==> src/rtl/bf8b_mem_pkg.sv <==
// Shared types and default widths for the memory-bus client.
package bf8b_mem_pkg;

    localparam int unsigned MC_ADDR_W = 8;
    localparam int unsigned MC_DATA_W = 8;

    // Client handshake state: idle, request outstanding, waiting for ready to fall.
    typedef enum logic [1:0] {
        IDLE    = 2'd0,
        REQ     = 2'd1,
        RELEASE = 2'd2
    } mc_state_t;

endpackage

==> src/rtl/mem_client_fifo.sv <==
// Command FIFO for mem_client: synchronous, registered full flag, head read from
// the storage registers at the read pointer.
module mem_client_fifo #(
    parameter int unsigned WIDTH = 17,
    parameter int unsigned DEPTH = 2
) (
    input  logic             clk,
    input  logic             rst,
    input  logic             push,
    input  logic [WIDTH-1:0] wdata,
    input  logic             pop,
    output logic             full,
    output logic             empty,
    output logic [WIDTH-1:0] head
);

    localparam int unsigned PW = (DEPTH > 1) ? $clog2(DEPTH) : 1;
    localparam int unsigned CW = $clog2(DEPTH + 1);

    logic [WIDTH-1:0] mem_q [DEPTH];
    logic [PW-1:0]    wr_ptr_q, rd_ptr_q;
    logic [CW-1:0]    count_q, count_d;
    logic             full_q;
    logic             do_push, do_pop;

    // A push while full is dropped; a pop while empty is ignored.
    assign do_push = push & ~full_q;
    assign do_pop  = pop & ~empty;

    assign full  = full_q;
    assign empty = (count_q == '0);
    assign head  = mem_q[rd_ptr_q];

    // Occupancy update; simultaneous push and pop leave the count unchanged.
    always_comb begin
        count_d = count_q;
        unique case ({do_push, do_pop})
            2'b10:   count_d = count_q + CW'(1);
            2'b01:   count_d = count_q - CW'(1);
            default: count_d = count_q;
        endcase
    end

    // Pointers and count; full is registered from the next count so it has no bypass.
    always_ff @(posedge clk or negedge rst) begin
        if (!rst) begin
            wr_ptr_q <= '0;
            rd_ptr_q <= '0;
            count_q  <= '0;
            full_q   <= 1'b0;
        end else begin
            if (do_push) wr_ptr_q <= wr_ptr_q + PW'(1);
            if (do_pop)  rd_ptr_q <= rd_ptr_q + PW'(1);
            count_q <= count_d;
            full_q  <= (count_d == CW'(DEPTH));
        end
    end

    // Storage needs no reset: entries are only read after being written.
    always_ff @(posedge clk) begin
        if (do_push) mem_q[wr_ptr_q] <= wdata;
    end

endmodule

==> src/rtl/mem_client.sv <==
// Client port for the shared memory bus arbiter: queues commands, runs the 4-phase
// request/ready handshake on one arbiter slot and returns one response per command.
module mem_client
    import bf8b_mem_pkg::*;
#(
    parameter int unsigned ADDR_W  = MC_ADDR_W,
    parameter int unsigned DATA_W  = MC_DATA_W,
    parameter int unsigned DEPTH   = 2,
    parameter int unsigned TIMEOUT = 255
) (
    input  logic              clk,
    input  logic              rst,
    input  logic              cmd_valid,
    output logic              cmd_ready,
    input  logic [ADDR_W-1:0] cmd_addr,
    input  logic              cmd_we,
    input  logic [DATA_W-1:0] cmd_wdata,
    output logic              rsp_valid,
    output logic [DATA_W-1:0] rsp_rdata,
    output logic              rsp_we,
    output logic              busy,
    output logic              err,
    output logic              request,
    output logic [ADDR_W-1:0] addr,
    output logic              we,
    output logic [DATA_W-1:0] data_out,
    input  logic              ready,
    input  logic [DATA_W-1:0] data_in
);

    localparam int unsigned CMD_W = ADDR_W + DATA_W + 1;
    localparam int unsigned TW    = (TIMEOUT > 0) ? $clog2(TIMEOUT + 1) : 1;
    localparam logic [TW-1:0] TMO_MAX = TW'(TIMEOUT);

    mc_state_t         state_q, state_d;
    logic              request_q, request_d;
    logic [ADDR_W-1:0] addr_q, addr_d;
    logic              we_q, we_d;
    logic [DATA_W-1:0] data_out_q, data_out_d;
    logic              rsp_valid_q, rsp_valid_d;
    logic [DATA_W-1:0] rsp_rdata_q, rsp_rdata_d;
    logic              rsp_we_q, rsp_we_d;
    logic              err_q, err_d;
    logic [TW-1:0]     tmo_cnt_q, tmo_cnt_d;

    logic              fifo_full, fifo_empty, fifo_pop;
    logic [CMD_W-1:0]  fifo_head;

    mem_client_fifo #(
        .WIDTH (CMD_W),
        .DEPTH (DEPTH)
    ) u_fifo (
        .clk   (clk),
        .rst   (rst),
        .push  (cmd_valid),
        .wdata ({cmd_we, cmd_addr, cmd_wdata}),
        .pop   (fifo_pop),
        .full  (fifo_full),
        .empty (fifo_empty),
        .head  (fifo_head)
    );

    assign cmd_ready = ~fifo_full;
    assign busy      = ~fifo_empty | (state_q != IDLE);
    assign request   = request_q;
    assign addr      = addr_q;
    assign we        = we_q;
    assign data_out  = data_out_q;
    assign rsp_valid = rsp_valid_q;
    assign rsp_rdata = rsp_rdata_q;
    assign rsp_we    = rsp_we_q;
    assign err       = err_q;

    // Handshake sequencing, bus register loads, response capture and timeout.
    always_comb begin
        state_d     = state_q;
        request_d   = request_q;
        addr_d      = addr_q;
        we_d        = we_q;
        data_out_d  = data_out_q;
        rsp_valid_d = 1'b0;
        rsp_rdata_d = rsp_rdata_q;
        rsp_we_d    = rsp_we_q;
        err_d       = err_q;
        tmo_cnt_d   = '0;
        fifo_pop    = 1'b0;
        unique case (state_q)
            IDLE: begin
                // Waiting for ready low also keeps us quiet if reset hit mid-transfer.
                if (!fifo_empty && !ready) begin
                    {we_d, addr_d, data_out_d} = fifo_head;
                    request_d = 1'b1;
                    fifo_pop  = 1'b1;
                    state_d   = REQ;
                end
            end
            REQ: begin
                if (ready) begin
                    rsp_rdata_d = data_in;
                    rsp_we_d    = we_q;
                    rsp_valid_d = 1'b1;
                    request_d   = 1'b0;
                    we_d        = 1'b0;
                    state_d     = RELEASE;
                end else if (TIMEOUT != 0) begin
                    // Saturating count; the transfer keeps waiting after err sets.
                    tmo_cnt_d = (tmo_cnt_q != TMO_MAX) ? tmo_cnt_q + TW'(1) : tmo_cnt_q;
                    if (tmo_cnt_d == TMO_MAX) err_d = 1'b1;
                end
            end
            RELEASE: begin
                if (!ready) state_d = IDLE;
            end
            default: state_d = IDLE;
        endcase
    end

    // State and registered bus/response outputs.
    always_ff @(posedge clk or negedge rst) begin
        if (!rst) begin
            state_q     <= IDLE;
            request_q   <= 1'b0;
            addr_q      <= '0;
            we_q        <= 1'b0;
            data_out_q  <= '0;
            rsp_valid_q <= 1'b0;
            rsp_rdata_q <= '0;
            rsp_we_q    <= 1'b0;
            err_q       <= 1'b0;
            tmo_cnt_q   <= '0;
        end else begin
            state_q     <= state_d;
            request_q   <= request_d;
            addr_q      <= addr_d;
            we_q        <= we_d;
            data_out_q  <= data_out_d;
            rsp_valid_q <= rsp_valid_d;
            rsp_rdata_q <= rsp_rdata_d;
            rsp_we_q    <= rsp_we_d;
            err_q       <= err_d;
            tmo_cnt_q   <= tmo_cnt_d;
        end
    end

endmodule

==> config.mk <==
export PLATFORM = sky130hd
export DESIGN_NAME = mem_client
export DESIGN_NICKNAME = d
export VERILOG_FILES = /design/src/rtl/bf8b_mem_pkg.sv /design/src/rtl/mem_client_fifo.sv /design/src/rtl/mem_client.sv
export SDC_FILE = /design/constraint.sdc
export NUM_CORES = 1
export LEC_CHECK = 0
export CAP_MARGIN = 40
export CORE_ASPECT_RATIO = 0.75
export CORE_MARGIN = 2
export CORE_UTILIZATION = 46
export DETAILED_ROUTE_END_ITERATION = 10
export PLACE_DENSITY_LB_ADDON = 0.2
export SLEW_MARGIN = 15
export SYNTH_ARGS = -nofsm -noshare
export SYNTH_HDL_FRONTEND = slang
export SYNTH_SLANG_ARGS = --single-unit
export TNS_END_PERCENT = 5
==> constraint.sdc <==
create_clock -name clk -period 1.94 [get_ports clk]
set_input_delay 0.194 -clock clk [delete_from_list [all_inputs] [get_ports clk]]
set_output_delay 0.194 -clock clk [all_outputs]
set_load 0.05 [all_outputs]
Word level (Yosys, flattened, before mapping)
Memories as Yosys holds them, arrays and structs flattened.
Cells that the tools add are included.
W data, S select, Z words.
- RAM bits: 34
- flip-flop bits (word level): 44
- logic and storage cells: 67
- input port bits: 29
- memories: 1
- memory list (name ; words ; bits a word ; rd ports ; clocked after memory_dff ; write ports ; line ; source):
    u_fifo.mem_q ; 2 ; 17 ; 1 ; 0 ; 1 ; mem_client_fifo.sv:20 ; logic [WIDTH-1:0] mem_q [DEPTH];
- multiplexer cells: 19
- add/subtract/negate cells: 5
- reductions and logical operators: 12
- equality and inequality tests: 10
- bitwise logic cells: 6
- operators with widths (cell ; count):
    $mux W8 ; 3
    $mux W1 ; 9
    $reduce_and A3 Y1 ; 3
    $add A8 B1 Y8 const B ; 1
    $eq A8 B8 Y1 const B ; 1
    $ne A8 B8 Y1 const B ; 1
    $eq A2 B2 Y1 const B ; 3
    $mux W2 ; 3
    $ne A2 B2 Y1 const B ; 3
    $pmux W2 S3 ; 1
    $eq A2 B1 Y1 const B ; 2
    $logic_not A2 Y1 ; 2
    $pmux W1 S2 ; 2
    $pmux W2 S2 ; 1
    $reduce_and A2 Y1 ; 2
    $reduce_bool A2 Y1 ; 2
    $not A1 Y1 ; 3
    $add A1 B1 Y1 const B ; 2
    $add A2 B1 Y2 const B ; 1
    $and A1 B1 Y1 ; 2
    $logic_not A1 Y1 ; 2
    $sub A2 B1 Y2 const B ; 1
    $logic_and A1 B1 Y1 ; 1
    $or A1 B1 Y1 ; 1

Depth between registers and ports, before layout
- word-level depth: 9
- depth in mapped cells: 10
- gate-level depth less buffers: 8

By module
From an unflattened synthesis, not the netlist that was laid out.
- cells, all modules: 198
- area total of the unflattened synthesis: 3183.1 um^2
- by module, submodules not included (module ; cells an instance ; area an instance (um^2) ; seq. area each (um^2) ; times used):
    mem_client ; 121 ; 1652.8 ; 975.9 ; 1
    mem_client_fifo ; 77 ; 1530.2 ; 1146.1 ; 1

Least setup slack after synthesis
Ideal clock, no wire load.
- kind: register to register
- from: register state_q[0]
- to: register u_fifo.full_q (netlist: u_fifo.full)
- data arrival time: 1.967 ns
- library setup time: 0.073 ns
- path slack: -0.100 ns
- cell stages (with the launch flop): 9
- cell sequence: dfrtp_1 -> or4_1 -> buf_2 -> buf_2 -> inv_1 -> ha_1 -> nor2_1 -> xor2_1 -> nor2b_1
- longest elaborated chain between the ends: 6
- RTL lines (element ; line ; source):
    from (decl) ; mem_client.sv:35 ; mc_state_t state_q, state_d;
    from (signal assigned) ; mem_client.sv:132 ; state_q <= state_d;
    $logic_not A2 Y1 * ; mem_client.sv:87 ; unique case (state_q)
    $mux W1 * ; mem_client.sv:87 ;
    $and A1 B1 Y1 * ; mem_client_fifo.sv:28 ; assign do_pop = pop & ~empty;
    net u_fifo.do_pop ; mem_client_fifo.sv:24 ; logic do_push, do_pop;
    $eq A2 B1 Y1 / $eq A2 B2 Y1 (equally long branches) ; mem_client_fifo.sv:37 ; unique case ({do_push, do_pop})
    $pmux W2 S2 * ; mem_client_fifo.sv:37 ;
    net u_fifo.count_d[1] ; mem_client_fifo.sv:22 ; logic [CW-1:0] count_q, count_d;
    $eq A2 B2 Y1 * ; mem_client_fifo.sv:55 ; full_q <= (count_d == CW'(DEPTH));
    to (signal assigned) ; mem_client_fifo.sv:55 ;
    to (decl) ; mem_client_fifo.sv:23 ; logic full_q;
The timed path passes the listed nets; every way through them passes the cells marked *.
A chain may end at the register's enable or synchronous reset.

Worst setup path in the final report
Same ends and word-level chain as after synthesis.

==> impl_summary.txt <==
----------------------------------------------------
[Setup path]
  Maximum fanout encountered on the critical timing path ... 5
  Kind of start point of the critical path ... flip-flop
  Required time at the worst-slack endpoint ... 2180 ps
  Critical Path End Type ... flip-flop
  Kind of critical path ... reg2reg
  Worst Path Arrival ... 2090 ps

[Global routing]
  Total grt overflow ... 0
  Maximum number of pins on one net before global-route repair ... 38
  Global-route wire length before repair ... 9.58 mm
  Initial antenna violation count ... 0
  Number of global-route vias before repair ... 2037
  Global router's overall resource usage ... 17.0%

[Final layout]
  Ratio of cells with drive above 1 in the final layout ... 11.5%
  Number of nets in the finished design ... 349
  Number of diodes added for antenna fixing ... 0
  Design Area, Final ... 4070 um^2
  Area growth from synthesis to layout ... 31.4%

[Floorplan]
  Core area ... 6410 um^2
  Placement Rows ... 25
  Die outline height ... 75.1 um
  Overall die width ... 98.8 um
  Initial cell density of the core ... 48.4%
  Full die area ... 7420 um^2
  Number of I/O pins ... 60

[Yosys]
  Ys flop type ... sky130_fd_sc_hd__dfrtp_1
  Syn_nets ... 277
  Synthesized netlist cell count ... 246
  Largest area contributor in the netlist ... sky130_fd_sc_hd__dfrtp_1
  Distinct cell type count of the synthesized netlist ... 39
  Proportion of synthesized chip area in sequential cells ... 68.4%
  Syn Std Cell Area ... 3100 um^2
  Most repeated cell in the gate-level netlist after synthesis ... sky130_fd_sc_hd__nand2_1
  Ys async rst share ... 56.4%
  Simple logic cell fraction of the synthesized area ... 13.3%
  EDFF count, synth ... 34
  Largest cells by area after synthesis ... sky130_fd_sc_hd__dfrtp_1 36%, sky130_fd_sc_hd__edfxtp_1 33%, sky130_fd_sc_hd__nand2_1 6.4%
  Flip-flop and latch count after synthesis ... 78
  Mean post-synth cell area ... 12.6 um^2
  Yosys synthesis warning count ... 0
  Most common library cells after synthesis ... 53 x sky130_fd_sc_hd__nand2_1, 44 x sky130_fd_sc_hd__dfrtp_1, 34 x sky130_fd_sc_hd__edfxtp_1
  Area share of the leading cell type in the synthesized netlist ... 35.5%
  Compound-Gate Fraction of Synth Area ... 6.78%
  Largest family of logic cells by synthesized area ... simple AND/OR/NAND/NOR gates
  Parity-gate share of the synthesized area counting xor and xnor cells ... 1.98%
  Adder-cell share of the synthesized area ... 0.807%
  Share of cell area taken by muxes after synthesis ... 5.81%

[Timing]
  Transition at the pin with the smallest max-transition slack ... 519 ps
  Final Skew ... 7.77 ps
  Headroom to the max-slew limit ... 65.3%
  Final worst path period share ... 95.2%
  Highest attainable clock frequency ... 542 MHz
  Hold Worst Slack ... 336 ps
  Unrepaired setup endpoints after global routing ... yes
  Minimum clock period after layout ... 1850 ps
  Max-slew violations ... 0
  Number of failing hold endpoints at the final stage ... 0
  # setup viols final ... 0

[Pwr]
  Total power per unit cell area ... 1640 nW/um^2
  Overall power after layout ... 6.66 mW
  Peak supply drop ... 0.839 mV
  Leakage component of the power ... 1.71 nW

[Clock tree]
  CTS tree ... yes
  Clk_lat worst skew ... 350 ps
  # H-tree levels ... 3
  Largest buffer count on any clock path ... 2
  Setup Fix Bufs, Post-CTS ... 0
  Clock Tree Root ... sky130_fd_sc_hd__clkbuf_8
  Number of buffers added by the clock tree synthesis step ... 9
  Clock tree sinks ... 78
  Reg clk slew, reported paths ... 80 ps

[Detailed routing]
  Average wire length per cell after detail routing ... 14.4 um
  Overall routed net length ... 5.82 mm
  Number of routed nets with antenna violations ... 0
  Number of remaining DRC errors ... 0
  Starting DRT DRC Count ... 118
  DRT Pass-1 Iters ... 5
  Routed vias ... 2060
  Average vias per placed instance ... 5.10

[Placed design]
  Placer Congestion ... 0.855
  Half-perimeter wire length of the detailed placement result ... 3.94 mm
  Port Buffer Count ... 59
  Total placed instance area ... 3830 um^2

[Worst hold path]
  Class of the tightest hold or removal check ... in2async

[Outcome]
  Status ... finished, final reports clean

[Run]
  Count of maximum capacitance violations ... 0

----------------------------------------------------
## worst max-delay path, stage by stage, from the launching register on
cell and delay (ps):
sky130_fd_sc_hd__dfrtp_1 430, sky130_fd_sc_hd__or4_4 550, sky130_fd_sc_hd__inv_1 80, sky130_fd_sc_hd__ha_1 150, sky130_fd_sc_hd__xnor2_1 130, sky130_fd_sc_hd__nor2_2 60, sky130_fd_sc_hd__xor2_1 170, sky130_fd_sc_hd__nor2b_2 160
## per-layer routing
layer | up-vias | GRT usage (%) | routed length (um)
li1 | 1015 | - | -
met1 | 973 | 22.0 | 2780
met2 | 63 | 27.2 | 2570
met3 | 9 | 6.31 | 390
met4 | 0 | 5.48 | 77
met5 | - | 0 | 0
## through the flow
stage          utilization, %  cells  setup slack, ps  TNS, ps
2_1_floorplan               -    246            -62.3    -62.3
3_3_place_gp             59.8    387             26.7        0
3_5_place_dp             59.8    387            -68.6    -68.6
4_1_cts                  63.4    404             24.3        0
5_1_grt                  63.5    404             3.86        0
6_report                 63.5    404             94.1        0
## cell usage in the layout (no fill, tap or decap), drive strengths merged, types with 7 or more instances in the layout
master,Yosys,layout
nor3,7,7
clkbuf,3,9
nand2,53,53
dfrtp,44,44
mux2i,18,18
o21ai,21,21
clkdlybuf4s50,0,57
edfxtp,34,34
nor2,8,8
buf,9,14
## repair_timing
item,in CTS,in global routing
endpoints found under the setup margin,0,2
hold buffers,1,0
hold endpoints to repair,20,0
gates resized for setup,0,3
## where the power goes
group	internal, mW	switching (mW)
Clock	0.728	0.610
Combinational	1.00	1.81
Sequential	2.26	0.252
## layout make-up
type                            count  area, um^2
Fill cell                         513        2340
Sequential cell                    78        2120
Multi-Input combinational cell    151         901
Timing Repair Buffer               73         708
Clock buffer                        9         124
Tap cell                           81         101
Clock inverter                      7        97.6
Inverter                            5        18.8
## state kept, by name, indices dropped and copies added (netlist names), 2 cells and up
| register | cells |
|---|---|
| rsp_rdata | 8 |
| u_fifo.count_q | 2 |
| state_q | 2 |
| u_fifo.mem_q | 34 |
| addr | 8 |
| tmo_cnt_q | 8 |
| data_out | 8 |
## final timing paths
check | to | depth (start not counted) | slack (ps) | startpoint
worst max-delay path | u_fifo.full | 7 | 90 | state_q[0]
worst min-delay path | rsp_rdata[2] | 2 | 340 | rst
worst max register to register | u_fifo.full | 7 | 90 | state_q[0]
worst min register to register | err | 1 | 480 | err
max in group asynchronous | request | 3 | 1090 | rst
min in group clk | rsp_rdata[5] | 3 | 360 | data_in[5]
## cell families (layout without fill, tap and decap cells)
| kind of cell | Yosys count | in the layout |
|---|---|---|
| buffers and inverters | 17 | 94 |
| xor gates and xnor gates | 7 | 7 |
| and+or+nand+nor | 89 | 89 |
| AOI/OAI and AO/OA | 35 | 35 |
| DFF | 78 | 78 |
| muxes | 18 | 18 |
| adders and majority gates | 2 | 2 |
Power figures use the tool's default switching activity.
==> edit: new RTL, same flow settings <==
`DEPTH` is set to 2 in 2 places; all go to 4.
--- a/src/rtl/mem_client_fifo.sv
+++ b/src/rtl/mem_client_fifo.sv
@@ -2,7 +2,7 @@
 // the storage registers at the read pointer.
 module mem_client_fifo #(
     parameter int unsigned WIDTH = 17,
-    parameter int unsigned DEPTH = 2
+    parameter int unsigned DEPTH = 4
 ) (
     input  logic             clk,
     input  logic             rst,
--- a/src/rtl/mem_client.sv
+++ b/src/rtl/mem_client.sv
@@ -5,7 +5,7 @@
 #(
     parameter int unsigned ADDR_W  = MC_ADDR_W,
     parameter int unsigned DATA_W  = MC_DATA_W,
-    parameter int unsigned DEPTH   = 2,
+    parameter int unsigned DEPTH   = 4,
     parameter int unsigned TIMEOUT = 255
 ) (
     input  logic              clk,
Check against the original RTL: not equivalent (a bounded check fails within 4 cycles, from zero or initial values and one cycle with rst low).
==> edit against the original RTL <==
  * The flow now finishes with violations (setup timing)
  * Setup slack lost 320 ps
  * Fmax shrank 15%
  * Power grew 54%
  * Routed wire length grew 48%
  * Area after synthesis grew 47%
  * Clock power grew 120%
  * Cell area grew 50%
  * Sequential cell count grew 37
  * Critical path type unchanged
  * Largest cell class unchanged
==> edit: results (changes against the original RTL) <==
status - finished, violations left (was finished clean)
failing checks - setup timing
HP Class - in2reg (was in2async)
wl on met1 - 3950 um (was 2780 um)
top cells by count, synth - 89 x nand2_1, 68 x edfxtp_1, 47 x dfrtp_1, 17 x mux4_2, 12 x inv_1 (was 53 x nand2_1, 44 x dfrtp_1, 34 x edfxtp_1, 21 x o21ai_0, 18 x mux2i_1)
Post-synth EDFFs - 68 (was 34)
xor/xnor share of the synthesized area - 1.35% (was 1.98%)
Worst-Skew Late Latency - 400 ps (was 350 ps)
metal3 WL - 409 um (was 390 um)
Setup violations, final - 2 (was 0)
Worst-path clk slew - 50 ps (was 80 ps)
number of global-route vias before repair - 2816 (was 2037)
register area share after synthesis - 70.7% (was 68.4%)
share of cells above drive strength 1 - 19.4% (was 11.5%)
Critical Path Max Stage Delay - 570 ps (was 550 ps)
leakage power - 2.47 nW (was 1.71 nW)
Worst-Margin Slew - 620 ps (was 519 ps)
vias - 2712 (was 2060)
Crit. Startpoint - state_q[1]$_DFFE_PN0P_ (was state_q[0]$_DFFE_PN0P_)
Compound-Gate Fraction of Synth Area - 2.80% (was 6.78%)
GRT Overall Usage - 18.1% (was 17.0%)
Initial DRT Pass Iterations - 4 (was 5)
Nets - 446 (was 349)
routability cong. - 0.827 (was 0.855)
# fillers - 715 (was 513)
mux share of post-synthesis cell area - 8.63% (was 5.81%)
share of synthesized registers carrying an async set or reset - 40.9% (was 56.4%)
setup ws final - -223 ps (was 94.1 ps)
drt wl/cell - 15.5 um (was 14.4 um)
Area contributors post-synth - edfxtp_1 45%, dfrtp_1 26%, mux4_2 8.4% (was dfrtp_1 36%, edfxtp_1 33%, nand2_1 6.4%)
Root Buffer - clkbuf_16 (was clkbuf_8)
max reg flops - 68 (was 34)
pre-CTS WS - -470 ps (was -68.6 ps)
H-Tree Depth - 4 (was 3)
## edit: changes by cell type after synthesis, sizes merged, moves of 4 or more
cell / unedited run / this run
o21ai: 21 / 1
nand2: 53 / 89
buf: 9 / 5
and2: 2 / 6
ha: 2 / 6
clkbuf: 3 / 7
edfxtp: 34 / 68
inv: 4 / 12
mux4: 0 / 17
mux2i: 18 / 1
## edit: cells by family after synthesis
kind of cell,count (synthesis)
compound gates,17
xor+xnor,7
fa+ha+maj,7
buf+inv,26
flops,115
mux,18
simple gates,126
## edit: area by class of cell
class                      instances  area share (%)
tap                              132            2.71
inverter                          14           0.943
sequential                       115            52.7
multi-input combinational        175            20.4
clock inverter                    12            1.84
clock buffer                      20            7.48
timing repair buffer              87            13.9
## edit: report_power, final
part,leakage [nW],switching [W],internal (W),total [W]
Sequential,1.21,0.000261,0.00328,0.00354
Clock,0.280,0.00102,0.00193,0.00295
Combinational,0.978,0.00223,0.00155,0.00379
## edit: layer usage
metal | track usage, % | vias up
met5 | 0 | -
met4 | 7.74 | 0
met3 | 5.71 | 10
met2 | 27.2 | 69
met1 | 24.4 | 1321
li1 | - | 1312
## edit: repair_timing
action | CTS | global route
hold endpoints to repair | 47 | 0
pin swaps | 2 | 5
hold buffers | 1 | 0
endpoints found under the setup margin | 3 | 4
buffers inserted | 1 | 3
gates resized for setup | 2 | 1
## edit: metrics by stage
step / cells / hold slack (ps)
finish: 555 / 317
global placement: 518 / 336
CTS: 552 / 302
global route: 555 / 312
floorplan: 316 / -102
detailed placement: 518 / 342
## edit: worst register-to-register path, cell delays in order (launching register included)
cell and delay [ps]:
dfrtp_1 380, or4_4 570, clkinv_4 70, ha_4 130, inv_2 30, fa_2 320, xor2_1 140, nor2_1 120
xor2_1 180, and2_1 140
